==> config.mk <==
export PLATFORM = sky130hd
export DESIGN_NAME = fetch_stage
export DESIGN_NICKNAME = d
export VERILOG_FILES = /design/src/rtl/fetch_stage.sv
export SDC_FILE = /design/constraint.sdc
export NUM_CORES = 1
export LEC_CHECK = 0
export CORE_AREA = 5 5 112 114
export DETAILED_ROUTE_END_ITERATION = 6
export DIE_AREA = 0 0 117 119
export MAX_ROUTING_LAYER = met4
export PLACE_DENSITY = 0.76
export SYNTH_ARGS = -nofsm -noshare
export SYNTH_HDL_FRONTEND = slang
export SYNTH_SLANG_ARGS = --single-unit
export TNS_END_PERCENT = 20
==> constraint.sdc <==
create_clock -name clk -period 1.9 [get_ports clk]
set_input_delay 0.285 -clock clk [delete_from_list [all_inputs] [get_ports clk]]
set_output_delay 0.285 -clock clk [all_outputs]
set_load 0.01 [all_outputs]
==> src/rtl/fetch_stage.sv <==
// fetch_stage: MIPS instruction-fetch stage.
// Owns the program counter and drives it to instruction memory as a byte address.
// The returned word is captured into the IF/ID pipeline register.
// Handles stalls, branch/jump redirects and a one-cycle boot after reset.
// Fetch halts on syscall or when the PC leaves the text window.
//
// Parameters:
//   RESET_PC      byte address loaded into the PC on reset
//   TEXT_BYTES    size of the legal text window starting at RESET_PC
// Ports:
//   clk           system clock, rising edge
//   reset         synchronous, active-high
//   stall         hazard hold; PC and IF/ID keep their values
//   branch_taken  redirect to branch_target (wins over jump)
//   branch_target branch byte address
//   jump          redirect to jump_target
//   jump_target   jump byte address
//   pc_out        registered PC, instruction-memory address
//   instr_in      instruction word, combinational from pc_out
//   if_id_instr   latched instruction
//   if_id_pc4     latched PC+4 of that instruction
//   if_id_valid   IF/ID holds a real instruction
//   halted        fetch has stopped (sticky until reset)
//   fault         PC left the text window (sticky until reset)
module fetch_stage #(
    parameter logic [31:0] RESET_PC   = 32'h0040_0000,
    parameter logic [31:0] TEXT_BYTES = 32'h0000_4000
) (
    input  logic        clk,
    input  logic        reset,
    input  logic        stall,
    input  logic        branch_taken,
    input  logic [31:0] branch_target,
    input  logic        jump,
    input  logic [31:0] jump_target,
    output logic [31:0] pc_out,
    input  logic [31:0] instr_in,
    output logic [31:0] if_id_instr,
    output logic [31:0] if_id_pc4,
    output logic        if_id_valid,
    output logic        halted,
    output logic        fault
);

    localparam logic [31:0] Syscall = 32'h0000_000C;
    // Window end computed in 33 bits so a window touching 2^32 cannot wrap.
    localparam logic [32:0] TextEnd = {1'b0, RESET_PC} + {1'b0, TEXT_BYTES};

    typedef enum logic [1:0] {StBoot, StRun, StHalt} state_t;

    state_t      state_q, state_d;
    logic [31:0] pc_q, pc_d;
    logic [31:0] instr_q, instr_d;
    logic [31:0] pc4_q, pc4_d;
    logic        valid_q, valid_d;
    logic        halted_q, halted_d;
    logic        fault_q, fault_d;

    logic [31:0] pc_plus4;
    logic        out_of_range;

    assign pc_plus4     = pc_q + 32'd4;
    assign out_of_range = (pc_q < RESET_PC) || ({1'b0, pc_q} >= TextEnd);

    always_comb begin
        state_d  = state_q;
        pc_d     = pc_q;
        instr_d  = instr_q;
        pc4_d    = pc4_q;
        valid_d  = valid_q;
        halted_d = halted_q;
        fault_d  = fault_q;
        unique case (state_q)
            StBoot: begin
                state_d = StRun;
            end
            StRun: begin
                if (branch_taken || jump) begin
                    // Redirect overrides stall; targets are forced word-aligned.
                    pc_d    = branch_taken ? {branch_target[31:2], 2'b00}
                                           : {jump_target[31:2], 2'b00};
                    instr_d = '0;
                    pc4_d   = '0;
                    valid_d = 1'b0;
                end else if (stall) begin
                    // Everything holds.
                end else if (out_of_range) begin
                    fault_d  = 1'b1;
                    halted_d = 1'b1;
                    state_d  = StHalt;
                    instr_d  = '0;
                    pc4_d    = '0;
                    valid_d  = 1'b0;
                end else if (instr_in == Syscall) begin
                    // The syscall itself retires; the PC stays on it.
                    instr_d  = instr_in;
                    pc4_d    = pc_plus4;
                    valid_d  = 1'b1;
                    halted_d = 1'b1;
                    state_d  = StHalt;
                end else begin
                    instr_d = instr_in;
                    pc4_d   = pc_plus4;
                    valid_d = 1'b1;
                    pc_d    = pc_plus4;
                end
            end
            StHalt: begin
                // IF/ID drains on the first non-stalled edge, then stays empty.
                if (!stall) begin
                    instr_d = '0;
                    pc4_d   = '0;
                    valid_d = 1'b0;
                end
            end
            default: begin
                state_d = StBoot;
            end
        endcase
    end

    always_ff @(posedge clk) begin
        if (reset) begin
            state_q  <= StBoot;
            pc_q     <= RESET_PC;
            instr_q  <= '0;
            pc4_q    <= '0;
            valid_q  <= 1'b0;
            halted_q <= 1'b0;
            fault_q  <= 1'b0;
        end else begin
            state_q  <= state_d;
            pc_q     <= pc_d;
            instr_q  <= instr_d;
            pc4_q    <= pc4_d;
            valid_q  <= valid_d;
            halted_q <= halted_d;
            fault_q  <= fault_d;
        end
    end

    assign pc_out      = pc_q;
    assign if_id_instr = instr_q;
    assign if_id_pc4   = pc4_q;
    assign if_id_valid = valid_q;
    assign halted      = halted_q;
    assign fault       = fault_q;

endmodule

# Word-level counts from Yosys, hierarchy flattened
# Cells that the tools add are included.
# word_totals
register_bits	101
inputBits	101
out_inout_bits	99
elab_cells	60
# classes
addsub	1
order_cmp	2
n_eq_ne	11
muxes	26
bitwise_logic	3
reduce_logical	10
# op_table
op	n
32-bit two-way mux	12
32-bit case mux with 2 select lines	2
32-bit by 3-bit adder with 32-bit output, second input constant	1
32-bit by 4-bit == test with 1-bit output, second input constant	1
32-bit by 23-bit greater-or-equal comparator with 1-bit output, second input constant	1
32-bit by 23-bit < comparator with 1-bit output, second input constant	1
4-bit AND reduction	4
2-bit two-way mux	4
2-bit inequality test, second input constant	4
1-bit two-way mux	6
3-bit inequality test, second input constant	2
2-bit case mux with 3 select lines	1
2-bit by 1-bit inequality test with 1-bit output, second input constant	2
2-bit nonzero test	2
1-bit NOT	3
3-bit AND reduction	1
2-bit by 1-bit == test with 1-bit output, second input constant	1
2-bit == test, second input constant	1
2-bit zero test	1
1-bit logical OR	2
1-bit case mux with 2 select lines	1

# Logic depth before layout (Yosys ltp)
# logic_depth
ltp_word	6
ltp_mapped	9
depth_no_buf	6

# Worst setup path before layout
# No wires, ideal clock.
# synth_timing
path_type	flip-flop to flip-flop
startpoint	register pc_q[2], in the netlist pc_out[2]
endpoint	register pc_q[14], in the netlist pc_out[14]
setup_ns	0.091
arrival_ns	1.772
t_required_ns	1.809
path_slack_ns	0.037
stages_incl_launch_ff	7
path_buffers	0
period_less_slack_ns	1.863
cell_sequence	dfxtp_1 > ha_1 > nand3_1 > nor4_1 > xor2_1 > o21ai_0 > a311oi_1
# synth_via
elab_chain_len	5
word_cells_on_any_way	10
cone_classes	add/sub (1); order compare (2); eq/ne (1); mux (4); reduce/logical (2)
# synth_rtl
element	line	text
start: declaration	52	logic [31:0] pc_q, pc_d;
start signal: assignment	133	pc_q <= pc_d;
32-bit by 3-bit adder with 32-bit output	62	assign pc_plus4 = pc_q + 32'd4;
32-bit two-way mux	94	end else if (instr_in == Syscall) begin
32-bit two-way mux	87	end else if (out_of_range) begin
32-bit two-way mux	85	end else if (stall) begin
32-bit two-way mux	78	if (branch_taken || jump) begin
# Parallel ways exist; a longest one is shown, timed or not. The select of a mux whose other input is x is not followed.
# A chain may end at the register's enable or synchronous reset.

# Final worst setup path
# layout_timing
startpoint	register pc_q[15], in the netlist pc_out[15]
endpoint	register pc_q[9], in the netlist pc_out[9]
# layout_via
elab_chain_len	4
word_cells_on_any_way	5
cone_classes	order compare (2); eq/ne (1); reduce/logical (2)
# layout_rtl
element	line	text
32-bit by 23-bit < comparator with 1-bit output or 32-bit by 23-bit greater-or-equal comparator with 1-bit output (tied branches)	63	assign out_of_range = (pc_q < RESET_PC) || ({1'b0, pc_q} >= TextEnd);
1-bit logical OR (*)	63	
2-bit by 1-bit inequality test with 1-bit output (no source line) (*)	n/a	
4-bit AND reduction (no source line) (*)	n/a	
# Every way passes the cells marked *; elsewhere a longest branch is shown, timed or not.

==> impl_metrics.json <==
{
  "place_congestion": 0.863,
  "wl_per_cell_um": 17.2,
  "std_cell_rows": 39,
  "antenna_cells": 0,
  "arrival_ns": 2.24,
  "crit_chain": "or4_4 -> nor3_4 -> buf_6 -> o2111a_2 -> buf_12 -> nor3_1 -> a311oi_1",
  "swShare_pct": 26.6,
  "regArea_um2": 1960,
  "totalWireLength_um": 14200,
  "hold_path_class": "in2reg",
  "yosys_warnings": 0,
  "synth.ff_latch_count": 98,
  "synth-compound-area-share_pct": 20.9,
  "hold_viol_final": 0,
  "p_leak_nw": 2.48,
  "die-area_um2": 13900,
  "synthMuxAreaShare_pct": 0.243,
  "post_cts_buffers": 0,
  "cts_tree": "yes",
  "netSwitchingPower_mw": 1.28,
  "start_kind": "register",
  "clockPowerShare_pct": 35.4,
  "synth_xor_area_share_pct": 1.92,
  "clock_sinks": 98,
  "ant_nets": 0,
  "drcViolationCount": 0,
  "rr_startpoint": "pc_out[15]",
  "overflow": 0,
  "dp_hpwl_um": 10800,
  "drt_pass1_iterations": 7,
  "cp.depth": 7,
  "instances_no_fill": 824,
  "fmax_ghz": 0.500,
  "synth_area_leader_cell": "dfxtp_1",
  "max_slew_margin_pct": 64.8,
  "fin_nets": 779,
  "synthFlopType": "dfxtp_1",
  "ir_worst_vdd_uv": 441,
  "numCtsBuffers": 9,
  "synth.yosys.seq_area_share_pct": 47.7,
  "p_seq_share_pct": 45.4,
  "port_buffers": 193,
  "vias": 4415,
  "nFillCells": 987,
  "maxSlewViolCount": 0,
  "cts_root_buffer": "clkbuf_16",
  "synth-edff-count": 0,
  "critPathLaunch": "pc_out[15]",
  "synth_area_um2": 4120,
  "comb_power_share_pct": 19.3,
  "fin_crit_ns": 2.00,
  "worstPathRequired_ns": 2.14,
  "post-place-ws_ns": -0.513,
  "tightest_slew_ns": 0.522,
  "num_io_pins": 200,
  "crit_type": "reg2reg",
  "htreeDepth": 3,
  "synth-async-reset-ratio_pct": 0,
  "grt_first_pass_wirelength_um": 22700,
  "synthAdderAreaFrac_pct": 0.608,
  "clk_pin_slew_ns": 0.07,
  "placeableCoreArea_um2": 11300,
  "synth_area_leaders": "dfxtp_1 (48%), a22oi_1 (7.8%), nor3_1 (5.7%)",
  "yosysMostFrequentCell": "dfxtp_1",
  "fin_crit_sh_pct": 105,
  "drt_iter0_drc": 352,
  "p_per_area_nw_per_um2": 704,
  "avgSynthCellArea_um2": 8.87,
  "ys_top_cells_by_count": "dfxtp_1 (98), nor2_1 (55), nor3_1 (47)",
  "timing.rr.end": "pc_out[9]",
  "layout_setup_ws_ns": -0.101,
  "grt_max_degree": 83,
  "crit_path_max_incr_delay_ns": 0.54,
  "start_util_pct": 36.4,
  "die_w_um": 117,
  "worstPathMaxFanout": 16,
  "drive_gt1_share_pct": 12.9,
  "yosys.area_share.simple_pct": 22.8,
  "critical_path_buf_inv_count": 2,
  "multiInputGateArea_um2": 2010,
  "outcome": "finished, violations left",
  "first_global_vias": 4511,
  "timing.max_cap.violations": 0,
  "dp_cells": 808,
  "finClkSkew_ns": 0.00979,
  "antenna_found_initial": 0,
  "violations": "negative setup slack",
  "slowest_stage": "or4_4",
  "grt_usage_pct": 20.6,
  "setup_viol": 24,
  "syn_inst": 464,
  "routed_via_density": 5.36,
  "worstSetupEndpoint": "pc_out[9]",
  "yosysUniqueCellTypes": 46,
  "p_int_mw": 3.54,
  "area_delta_synth_final_pct": 66.4,
  "power_mw": 4.82,
  "synth_top_area_share_pct": 47.7,
  "synth_top_family_by_area": "simple AND/OR/NAND/NOR gates",
  "ff2ff_setup_slack_ns": -0.10,
  "clock_path_buffers": 2,
  "die_y_um": 119,
  "worst_setup_path_end_kind": "register",
  "reg2regPathDepth": 7,
  "rsz0062_at_grt": "true",
  "insertion_delay_ns": 0.34,
  "cp_top_family": "simple AND/OR/NAND/NOR gates"
}
## registers in the layout, summed over array words and instances (netlist names)
| name | count |
|---|---|
| state_q | 2 |
| pc_out | 30 |
| if_id_pc4 | 31 |
| if_id_valid | 1 |
| fault | 1 |
| if_id_instr | 32 |
| halted | 1 |
## stage by stage
step	cell area [um2]	hold WS [ns]	TNS [ns]	util [%]
finish	6850	0.377	-1.21	60.5
global route	6850	0.400	-5.38	60.5
CTS	6810	0.372	-1.43	60.2
detailed placement	6490	0.444	-28.07	57.3
global placement	6490	0.430	-24.10	57.3
floorplan	4120	0.417	0	-
## kinds of logic after synthesis
kind of cell,after synthesis
other,1
muxes,1
xor gates and xnor gates,9
and+or+nand+nor,187
AOI/OAI and AO/OA,113
buffers and inverters,53
DFF,98
adders and majority gates,2
## power groups by stage
stage | registers [mW] | clock network, mW | logic, mW
floorplan | 2.26 | 0 | 0.328
global placement | 2.23 | 0 | 0.891
detailed placement | 2.23 | 0 | 0.905
CTS | 2.19 | 1.75 | 0.922
global route | 2.19 | 1.82 | 1.00
finish | 2.19 | 1.70 | 0.929
## worst min-delay path, cell delays in order
cell	delay (ns)
dlygate4sd2_1	0.24
a22oi_1	0.07
nor2_1	0.08
## how the worst min path moves through the flow
stage                  start              end  slack (ns)  cells after the start
2_1_floorplan     state_q[1]       state_q[0]        0.42                      1
3_3_place_gp      state_q[1]       state_q[0]        0.43                      1
3_5_place_dp   if_id_pc4[17]    if_id_pc4[17]        0.44                      1
4_1_cts         instr_in[22]  if_id_instr[22]        0.37                      3
5_1_grt         instr_in[23]  if_id_instr[23]        0.40                      3
6_report        instr_in[22]  if_id_instr[22]        0.38                      3
## area by class of cell
| cell class | count | share of cell area (%) |
|---|---|---|
| flip-flops and latches | 98 | 28.7 |
| clock buffers | 10 | 3.34 |
| multi-input cells | 314 | 29.4 |
| clock inverters | 6 | 0.694 |
| well taps | 143 | 2.61 |
| repair buffers | 244 | 34.8 |
| inverters | 9 | 0.493 |
## what timing repair did
action	in CTS	in global routing
cloned	0	0
resized for setup	15	7
pin swaps	10	12
hold buffers	0	0
endpoints found under the setup margin	71	89
## per-layer routing
metal | routed length [um] | GRT usage, % | vias up
met2 | 6780 | 33.4 | 182
li1 | - | - | 2140
met5 | 0 | - | -
met4 | 207 | 5.88 | 0
met1 | 6170 | 25.8 | 2073
met3 | 1000 | 4.16 | 20
## cells in the final DEF (no fill, tap or decap), types with 6 or more instances in the layout
cell type          n
nand3_1            6
xor2_1             6
nor4_1             7
buf_4             43
a222oi_1          16
nand2b_1           8
clkbuf_16          9
nand4_1            6
a311oi_1           9
nor3_1            44
clkdlybuf4s50_1  189
inv_1              9
a22oi_1           43
nand2_1           22
a21oi_1           16
nor4_2             6
nor2_1            54
dfxtp_1           96
o21ai_0            8
and2_1            17
Note: power is estimated with default switching activity, not from simulation.
